===== src/rtl/bus_arbiter2.sv =====
// Two-requester round-robin bus arbiter with bounded hold time.
// Drives the 2:1 mux select and registers the owner's data onto the shared bus.
module bus_arbiter2 #(
  parameter int unsigned DATA_WIDTH = 8,
  parameter int unsigned MAX_HOLD   = 4
) (
  input  logic                  clk,
  input  logic                  rst_n,
  input  logic                  req0,
  input  logic                  req1,
  input  logic [DATA_WIDTH-1:0] din0,
  input  logic [DATA_WIDTH-1:0] din1,
  output logic                  gnt0,
  output logic                  gnt1,
  output logic                  sel,
  output logic [DATA_WIDTH-1:0] bus_out,
  output logic                  bus_valid
);

  localparam int unsigned HoldW = (MAX_HOLD > 1) ? $clog2(MAX_HOLD) : 1;
  localparam logic [HoldW-1:0] HoldMax = HoldW'(MAX_HOLD - 1);

  typedef enum logic [1:0] {StIdle, StOwn0, StOwn1} state_e;

  state_e                  state_q, state_d;
  logic [HoldW-1:0]        hold_q, hold_d;
  logic                    last_q, last_d;
  logic                    sel_q, sel_d;
  logic [DATA_WIDTH-1:0]   bus_q, bus_d;
  logic                    valid_q, valid_d;

  always_comb begin
    state_d = state_q;
    hold_d  = hold_q;
    last_d  = last_q;
    sel_d   = sel_q;
    bus_d   = bus_q;
    valid_d = 1'b0;

    unique case (state_q)
      StIdle: begin
        if (req0 && req1) begin
          state_d = last_q ? StOwn0 : StOwn1;
        end else if (req0) begin
          state_d = StOwn0;
        end else if (req1) begin
          state_d = StOwn1;
        end
      end
      StOwn0: begin
        if (!req0) begin
          state_d = req1 ? StOwn1 : StIdle;
        end else if (req1 && hold_q == HoldMax) begin
          state_d = StOwn1;
        end else if (hold_q != HoldMax) begin
          hold_d = hold_q + 1'b1;
        end
        if (req0) begin
          bus_d   = din0;
          valid_d = 1'b1;
        end
      end
      StOwn1: begin
        if (!req1) begin
          state_d = req0 ? StOwn0 : StIdle;
        end else if (req0 && hold_q == HoldMax) begin
          state_d = StOwn0;
        end else if (hold_q != HoldMax) begin
          hold_d = hold_q + 1'b1;
        end
        if (req1) begin
          bus_d   = din1;
          valid_d = 1'b1;
        end
      end
      default: state_d = StIdle;
    endcase

    // Entering an ownership state restarts the hold window and records the owner.
    if (state_d != state_q && state_d == StOwn0) begin
      hold_d = '0;
      last_d = 1'b0;
      sel_d  = 1'b0;
    end else if (state_d != state_q && state_d == StOwn1) begin
      hold_d = '0;
      last_d = 1'b1;
      sel_d  = 1'b1;
    end
  end

  always_ff @(posedge clk) begin
    if (!rst_n) begin
      state_q <= StIdle;
      hold_q  <= '0;
      last_q  <= 1'b1;
      sel_q   <= 1'b0;
      bus_q   <= '0;
      valid_q <= 1'b0;
    end else begin
      state_q <= state_d;
      hold_q  <= hold_d;
      last_q  <= last_d;
      sel_q   <= sel_d;
      bus_q   <= bus_d;
      valid_q <= valid_d;
    end
  end

  assign gnt0      = (state_q == StOwn0);
  assign gnt1      = (state_q == StOwn1);
  assign sel       = sel_q;
  assign bus_out   = bus_q;
  assign bus_valid = valid_q;

endmodule


===== config.mk =====
export PLATFORM = sky130hd
export DESIGN_NAME = bus_arbiter2
export DESIGN_NICKNAME = d
export VERILOG_FILES = /design/src/rtl/bus_arbiter2.sv
export SDC_FILE = /design/constraint.sdc
export NUM_CORES = 1
export LEC_CHECK = 0
export ABC_AREA = 1
export CAP_MARGIN = 20
export CORE_ASPECT_RATIO = 1.5
export CORE_MARGIN = 2
export CORE_UTILIZATION = 38
export DETAILED_ROUTE_END_ITERATION = 10
export GPL_TIMING_DRIVEN = 0
export PLACE_DENSITY = 0.73
export RECOVER_POWER = 25
export SKIP_CTS_REPAIR_TIMING = 1
export SLEW_MARGIN = 40
export SYNTH_ARGS = -nofsm -noshare
export SYNTH_HDL_FRONTEND = slang
export SYNTH_SLANG_ARGS = --single-unit

===== constraint.sdc =====
create_clock -name clk -period 1.6 [get_ports clk]
set_input_delay 0.32 -clock clk [delete_from_list [all_inputs] [get_ports clk]]
set_output_delay 0.32 -clock clk [all_outputs]
set_load 0.01 [all_outputs]

==> Word-level counts from Yosys, hierarchy flattened <==
Index checks and enable logic that the tools add are counted.
{ "totals": {"elab_cells": 56, "reg_bits": 15, "inputBits": 20, "ram_bits": 0, "latchBits": 0, "output_inout_bits": 12, "mem_bits_ro": 0, "memories": 0} }
{ "op_classes": {"eq_ne": 11, "shifts": 0, "bitwise_logic": 1, "muxes": 25, "n_mul": 0, "n_div": 0, "order_cmp": 0, "n_reduce_logical": 12, "n_addsub": 1} }
{ "op_table": {"columns": ["cell", "n"], "rows": [
  ["$mux W2", 14],
  ["$mux W8", 2],
  ["$pmux W8 S2", 1],
  ["$ne A2 B2 Y1 const B", 5],
  ["$eq A2 B2 Y1 const B", 3],
  ["$pmux W2 S3", 1],
  ["$logic_and A1 B1 Y1", 5],
  ["$mux W1", 5],
  ["$reduce_and A5 Y1", 1],
  ["$eq A2 B1 Y1 const B", 2],
  ["$pmux W2 S2", 1],
  ["$reduce_bool A2 Y1", 2],
  ["$reduce_and A3 Y1", 1],
  ["$reduce_or A3 Y1", 1],
  ["$add A2 B1 Y2 const B", 1],
  ["$logic_not A2 Y1", 1],
  ["$ne A2 B2 Y1", 1],
  ["$pmux W1 S2", 1],
  ["$reduce_or A2 Y1", 1],
  ["$not A1 Y1", 1]
]} }

==> Depth between registers and ports, before layout <==
{ "depth": {"depth_word": 9, "depth_mapped": 12, "mapped_depth_nobuf": 11} }

==> Least setup slack after synthesis <==
OpenSTA, ideal clock, no wires.
{ "synth_timing": {"path_kind": "flip-flop to flip-flop", "start": "reg state_q[0]", "end": "reg hold_q[0]", "path_stages_with_launch": 12, "path_slack_ps": -36, "setup_time_ps": 116, "t_arrival_ps": 1520, "required_ps": 1484, "period_less_slack_ps": 1636, "n_path_buf": 1, "cell_sequence": "dfxtp_1 > inv_1 > ha_1 > buf_6 > nand2_4 > inv_2 > nand3_1 > nand2_1 > nor2_1 > o2111ai_1 > nand3_1 > nor2_1"} }
{ "synth_between": {"word_cells_on_any_way": 24, "classes_between": "eq/ne (9); mux (9); reduce/logical (6)"} }
{ "synth_lines": {"columns": ["element", "line", "source"], "rows": [
  ["start, declared", "25", "state_e state_q, state_d;"],
  ["start signal, assigned", "93", "state_q <= StIdle;"],
  ["start signal, assigned", "100", "state_q <= state_d;"],
  ["$eq A2 B2 Y1 *", null, null],
  ["via gnt1", "14", "output logic gnt1,"],
  ["$pmux W2 S3", "40", "unique case (state_q)"],
  ["$ne A2 B2 Y1, or another cell as far along", "80, 84", null],
  ["$logic_and A1 B1 Y1 (on tied branches)", "80, 84", null],
  ["$reduce_or A3 Y1 (no line)", null, null],
  ["end signal, assigned", "101", "hold_q <= hold_d;"],
  ["end, declared", "26", "logic [HoldW-1:0] hold_q, hold_d;"]
]} }
Mark *: on every way through the listed nets, which the timed path passes. The rest lies on a longest branch.
A chain may end at the register's enable or synchronous reset.

==> Final worst setup path <==
{ "layout_timing": {"start": "reg state_q[0]", "end": "reg hold_q[0]"} }
{ "layout_between": {"elab_chain_len": 7, "word_cells_on_any_way": 24, "classes_between": "eq/ne (9); mux (9); reduce/logical (6)"} }
{ "layout_lines": {"columns": ["element", "line", "source"], "rows": [
  ["$mux W2", "46", "end else if (req1) begin"],
  ["$mux W2", "44", "end else if (req0) begin"],
  ["$mux W2", "42", "if (req0 && req1) begin"],
  ["$pmux W2 S3", "40", null],
  ["$ne A2 B2 Y1, or another cell as far along", "80, 84", null],
  ["$logic_and A1 B1 Y1 (on tied branches)", "80, 84", null],
  ["$reduce_or A3 Y1 (no line)", null, null]
]} }
Several ways; a longest one is shown, not always the timed one.

==> impl_metrics.prom <==
# TYPE chip_impl_metric gauge
chip_impl_info{name="tritoncts",value="yes"} 1
chip_impl_metric{name="maxCapViolations",unit=""} 0
chip_impl_metric{name="num-nets-final",unit=""} 184
chip_impl_metric{name="setup_viol",unit=""} 4
chip_impl_info{name="crit_path_launch_type",value="flop"} 1
chip_impl_metric{name="detail-route-antenna-nets",unit=""} 0
chip_impl_metric{name="internal_power",unit="uW"} 859
chip_impl_metric{name="drt-total-wl",unit="mm"} 2.11
chip_impl_metric{name="grt_pass1_wl",unit="mm"} 3.21
chip_impl_metric{name="gp_routability_congestion",unit=""} 0.868
chip_impl_metric{name="grt_overflow",unit=""} 0
chip_impl_info{name="setup_repair_after_global_routing_missed_its_margin",value="yes"} 1
chip_impl_metric{name="cts_htree_levels",unit=""} 1
chip_impl_metric{name="yosysSeqAreaShare",unit=""} 0.356
chip_impl_metric{name="finalClockSkew",unit="ns"} 0.00182
chip_impl_metric{name="boundaryPins",unit=""} 32
chip_impl_metric{name="critPathMaxFanout",unit=""} 8
chip_impl_metric{name="synth_area_per_cell",unit="um2"} 7.21
chip_impl_metric{name="cts_inserted_buffers",unit=""} 3
chip_impl_info{name="worst-setup-path-type",value="reg2reg"} 1
chip_impl_metric{name="yosys.area.top_type_share",unit=""} 0.356
chip_impl_metric{name="synthesis.area",unit="um2"} 843
chip_impl_info{name="end_kind",value="flop"} 1
chip_impl_metric{name="tightestPinTransition",unit="ns"} 0.274
chip_impl_metric{name="netlist-cell-type-count",unit=""} 22
chip_impl_metric{name="drcViolationCount",unit=""} 0
chip_impl_metric{name="clock_sinks",unit=""} 15
chip_impl_metric{name="timing.reg2reg.setup_slack",unit="ns"} -0.02
chip_impl_metric{name="r2r.worst_path.cells",unit=""} 10
chip_impl_metric{name="syn_inst",unit=""} 117
chip_impl_info{name="outcome",value="complete, but fails checks"} 1
chip_impl_metric{name="timing.final.crit_share",unit=""} 1.01
chip_impl_metric{name="routed_via_density",unit=""} 5.10
chip_impl_metric{name="multi_input_comb_area",unit="um2"} 494
chip_impl_metric{name="die_height",unit="um"} 61.7
chip_impl_metric{name="finalInstanceArea",unit="mm2"} 0.00133
chip_impl_info{name="mostFrequentLayoutCell",value="sky130_fd_sc_hd__nand2_1"} 1
chip_impl_metric{name="layout.area.seq",unit="um2"} 308
chip_impl_metric{name="max-vdd-ir-drop",unit="V"} 0.000606
chip_impl_info{name="layout_common_cells",value="36 x sky130_fd_sc_hd__nand2_1, 28 x sky130_fd_sc_hd__clkdlybuf4s50_1, 13 x sky130_fd_sc_hd__dfxtp_1"} 1
chip_impl_metric{name="crit_arrival",unit="ns"} 1.80
chip_impl_metric{name="switching_share",unit=""} 0.351
chip_impl_metric{name="drtIter0Drc",unit=""} 20
chip_impl_metric{name="antennaDiodeCount",unit=""} 0
chip_impl_metric{name="switching_power",unit="uW"} 464
chip_impl_metric{name="maxSlewViolCount",unit=""} 0
chip_impl_info{name="cts_root_buffer",value="sky130_fd_sc_hd__clkbuf_4"} 1
chip_impl_info{name="min-delay-start",value="req0"} 1
chip_impl_metric{name="maxClockFrequency",unit="GHz"} 0.617
chip_impl_info{name="synthTopCellsByArea",value="sky130_fd_sc_hd__dfxtp_1 36%, sky130_fd_sc_hd__nand2_1 16%, sky130_fd_sc_hd__ha_1 7.4%, sky130_fd_sc_hd__a31oi_1 5.9%, sky130_fd_sc_hd__inv_1 5.8%"} 1
chip_impl_metric{name="layout_min_cycle_time",unit="ns"} 1.62
chip_impl_metric{name="p_total",unit="mW"} 1.32
chip_impl_metric{name="worst-endpoint-required",unit="ns"} 1.78
chip_impl_metric{name="synth-seq-cells",unit=""} 15
chip_impl_metric{name="max_slew_margin",unit=""} 0.817
chip_impl_metric{name="timing.final.hold_violations",unit=""} 0
chip_impl_metric{name="combPwrFrac",unit=""} 0.463
chip_impl_metric{name="maximum_number_of_pins_on_one_net_before_global_route_repair",unit=""} 11
chip_impl_info{name="worstReg2RegStart",value="state_q[0]$_SDFF_PN0_"} 1
chip_impl_metric{name="fillerInstances",unit=""} 189
chip_impl_metric{name="cts.clk_slew.worst_paths",unit="ns"} 0.09
chip_impl_metric{name="ys_warn_count",unit=""} 0
chip_impl_metric{name="drt_first_pass_iters",unit=""} 4
chip_impl_metric{name="power_frac_seq",unit=""} 0.374
chip_impl_metric{name="initial_core_util",unit=""} 0.411
chip_impl_metric{name="leakage",unit="nW"} 0.615
chip_impl_metric{name="first_global_vias",unit=""} 800
chip_impl_info{name="min_path_type",value="in2reg"} 1
chip_impl_metric{name="synthesis.nets",unit=""} 142
chip_impl_info{name="rr_endpoint",value="hold_q[0]$_SDFFE_PP0P_"} 1
chip_impl_metric{name="placed_area",unit="mm2"} 0.00117
chip_impl_metric{name="detailed_place_hpwl",unit="mm"} 1.53
chip_impl_metric{name="cts.path.max_buffers",unit=""} 2
chip_impl_metric{name="row_count",unit=""} 20
chip_impl_metric{name="clock_latency",unit="ns"} 0.28
chip_impl_metric{name="min_delay_path_depth",unit=""} 3
chip_impl_metric{name="final_layout_size_suffix_gt1_frac",unit=""} 0.196
chip_impl_metric{name="die_w",unit="um"} 42.5
chip_impl_info{name="holdPathEnd",value="bus_valid$_SDFF_PN0_"} 1
chip_impl_metric{name="power.share.clock",unit=""} 0.163
chip_impl_metric{name="power_density_over_cell_area",unit="mW/mm2"} 995
chip_impl_info{name="violations",value="setup timing"} 1
chip_impl_metric{name="worst_slack",unit="ns"} -0.0204
chip_impl_metric{name="fp.dieArea",unit="mm2"} 0.00262
chip_impl_metric{name="core",unit="mm2"} 0.00205
chip_impl_metric{name="per_cell_routed_wire_length",unit="um"} 11.7
chip_impl_metric{name="antenna_found_initial",unit=""} 0
chip_impl_metric{name="place.port_buffers",unit=""} 30
chip_impl_metric{name="via_count",unit=""} 918
chip_impl_metric{name="global_route.usage.total",unit=""} 0.158
chip_impl_metric{name="layout-area-overhead-vs-synth",unit="%"} 57.7
chip_impl_info{name="synthDominantAreaCellType",value="sky130_fd_sc_hd__dfxtp_1"} 1
## Yosys cell counts
cell	instances
sky130_fd_sc_hd__nand3_1	7
sky130_fd_sc_hd__nor2_1	8
sky130_fd_sc_hd__inv_4	1
sky130_fd_sc_hd__ha_1	5
sky130_fd_sc_hd__a31oi_1	8
sky130_fd_sc_hd__a21oi_1	2
sky130_fd_sc_hd__buf_2	1
sky130_fd_sc_hd__nand2_1	36
sky130_fd_sc_hd__xor2_1	1
sky130_fd_sc_hd__o21ai_0	6
sky130_fd_sc_hd__a21oi_2	1
sky130_fd_sc_hd__a21oi_4	1
sky130_fd_sc_hd__inv_2	1
sky130_fd_sc_hd__inv_1	13
sky130_fd_sc_hd__o2111ai_1	2
sky130_fd_sc_hd__dfxtp_1	15
sky130_fd_sc_hd__nand4_1	1
sky130_fd_sc_hd__o21ai_2	2
sky130_fd_sc_hd__nand2_4	1
sky130_fd_sc_hd__buf_4	1
sky130_fd_sc_hd__nor3_1	2
sky130_fd_sc_hd__buf_6	2
## critical path, cell delays in order, from the launching register on
cell and delay (ns):
sky130_fd_sc_hd__dfxtp_4 0.38, sky130_fd_sc_hd__inv_4 0.09, sky130_fd_sc_hd__ha_4 0.14, sky130_fd_sc_hd__buf_8 0.14
sky130_fd_sc_hd__nand2_4 0.06, sky130_fd_sc_hd__inv_2 0.07, sky130_fd_sc_hd__a21oi_2 0.04, sky130_fd_sc_hd__a21oi_4 0.24
sky130_fd_sc_hd__nand2_1 0.13, sky130_fd_sc_hd__xor2_1 0.16, sky130_fd_sc_hd__nor2_1 0.06
## power groups by stage
stage               logic, mW  registers (mW)  clock network [mW]
global route            0.673           0.502               0.234
finish                  0.612           0.495               0.216
floorplan               0.276           0.509                   0
detailed placement      0.510           0.494                   0
global placement        0.498           0.491                   0
CTS                     0.513           0.486               0.224
## metal layers
| metal | global-route usage | up-vias | wire length [um] |
|---|---|---|---|
| met2 | 0.299 | 28 | 1150 |
| met4 | 0.0893 | 0 | 51 |
| met1 | 0.171 | 420 | 809 |
| met3 | 0.0202 | 6 | 104 |
| met5 | 0 | - | 0 |
| li1 | - | 464 | - |
## worst max path at each step
stage | from | endpoint
final | state_q[0]$_SDFF_PN0_ | hold_q[0]$_SDFFE_PP0P_
after CTS | state_q[1]$_SDFF_PN0_ | gnt0
after floorplan | state_q[0]$_SDFF_PN0_ | hold_q[0]$_SDFFE_PP0P_
after detailed placement | req1 | hold_q[0]$_SDFFE_PP0P_
after global placement | req1 | hold_q[0]$_SDFFE_PP0P_
after global routing | state_q[0]$_SDFF_PN0_ | hold_q[1]$_SDFFE_PP0P_
## per-stage QoR
stage          instances  worst slack (ns)  hold slack (ns)  setup TNS, ns  utilization
6_report             180           -0.0204            0.331        -0.0636        0.648
5_1_grt              180            -0.133            0.345          -1.08        0.648
4_1_cts              173            -0.491            0.321          -3.06        0.585
3_5_place_dp         169            -0.301            0.441          -2.49        0.572
3_3_place_gp         169            -0.263            0.434          -2.05        0.572
2_1_floorplan        117            0.0149            0.454              0            -
## final cells by class
class / count / area share
Tap cell: 22 / 0.0207
Inverter: 15 / 0.0499
Multi-Input combinational cell: 83 / 0.372
Sequential cell: 15 / 0.231
Clock buffer: 4 / 0.0198
Timing Repair Buffer: 37 / 0.278
Buffer: 4 / 0.0292
## flip-flops by register name, summed over array words and instances, names as in the netlist
| signal | flops |
|---|---|
| last_q | 1 |
| state_q | 2 |
| bus_valid | 1 |
| bus_out | 8 |
| sel | 1 |
| hold_q | 2 |
## cells by family after synthesis
logic type	share of synthesized area
AO/OA/AOI/OAI	0.178
XOR/XNOR	0.0104
adder cells (fa/ha/maj)	0.0742
buffers and inverters	0.111
flip-flops	0.356
AND/OR/NAND/NOR	0.270
Note: power is estimated with default switching activity, not from simulation.
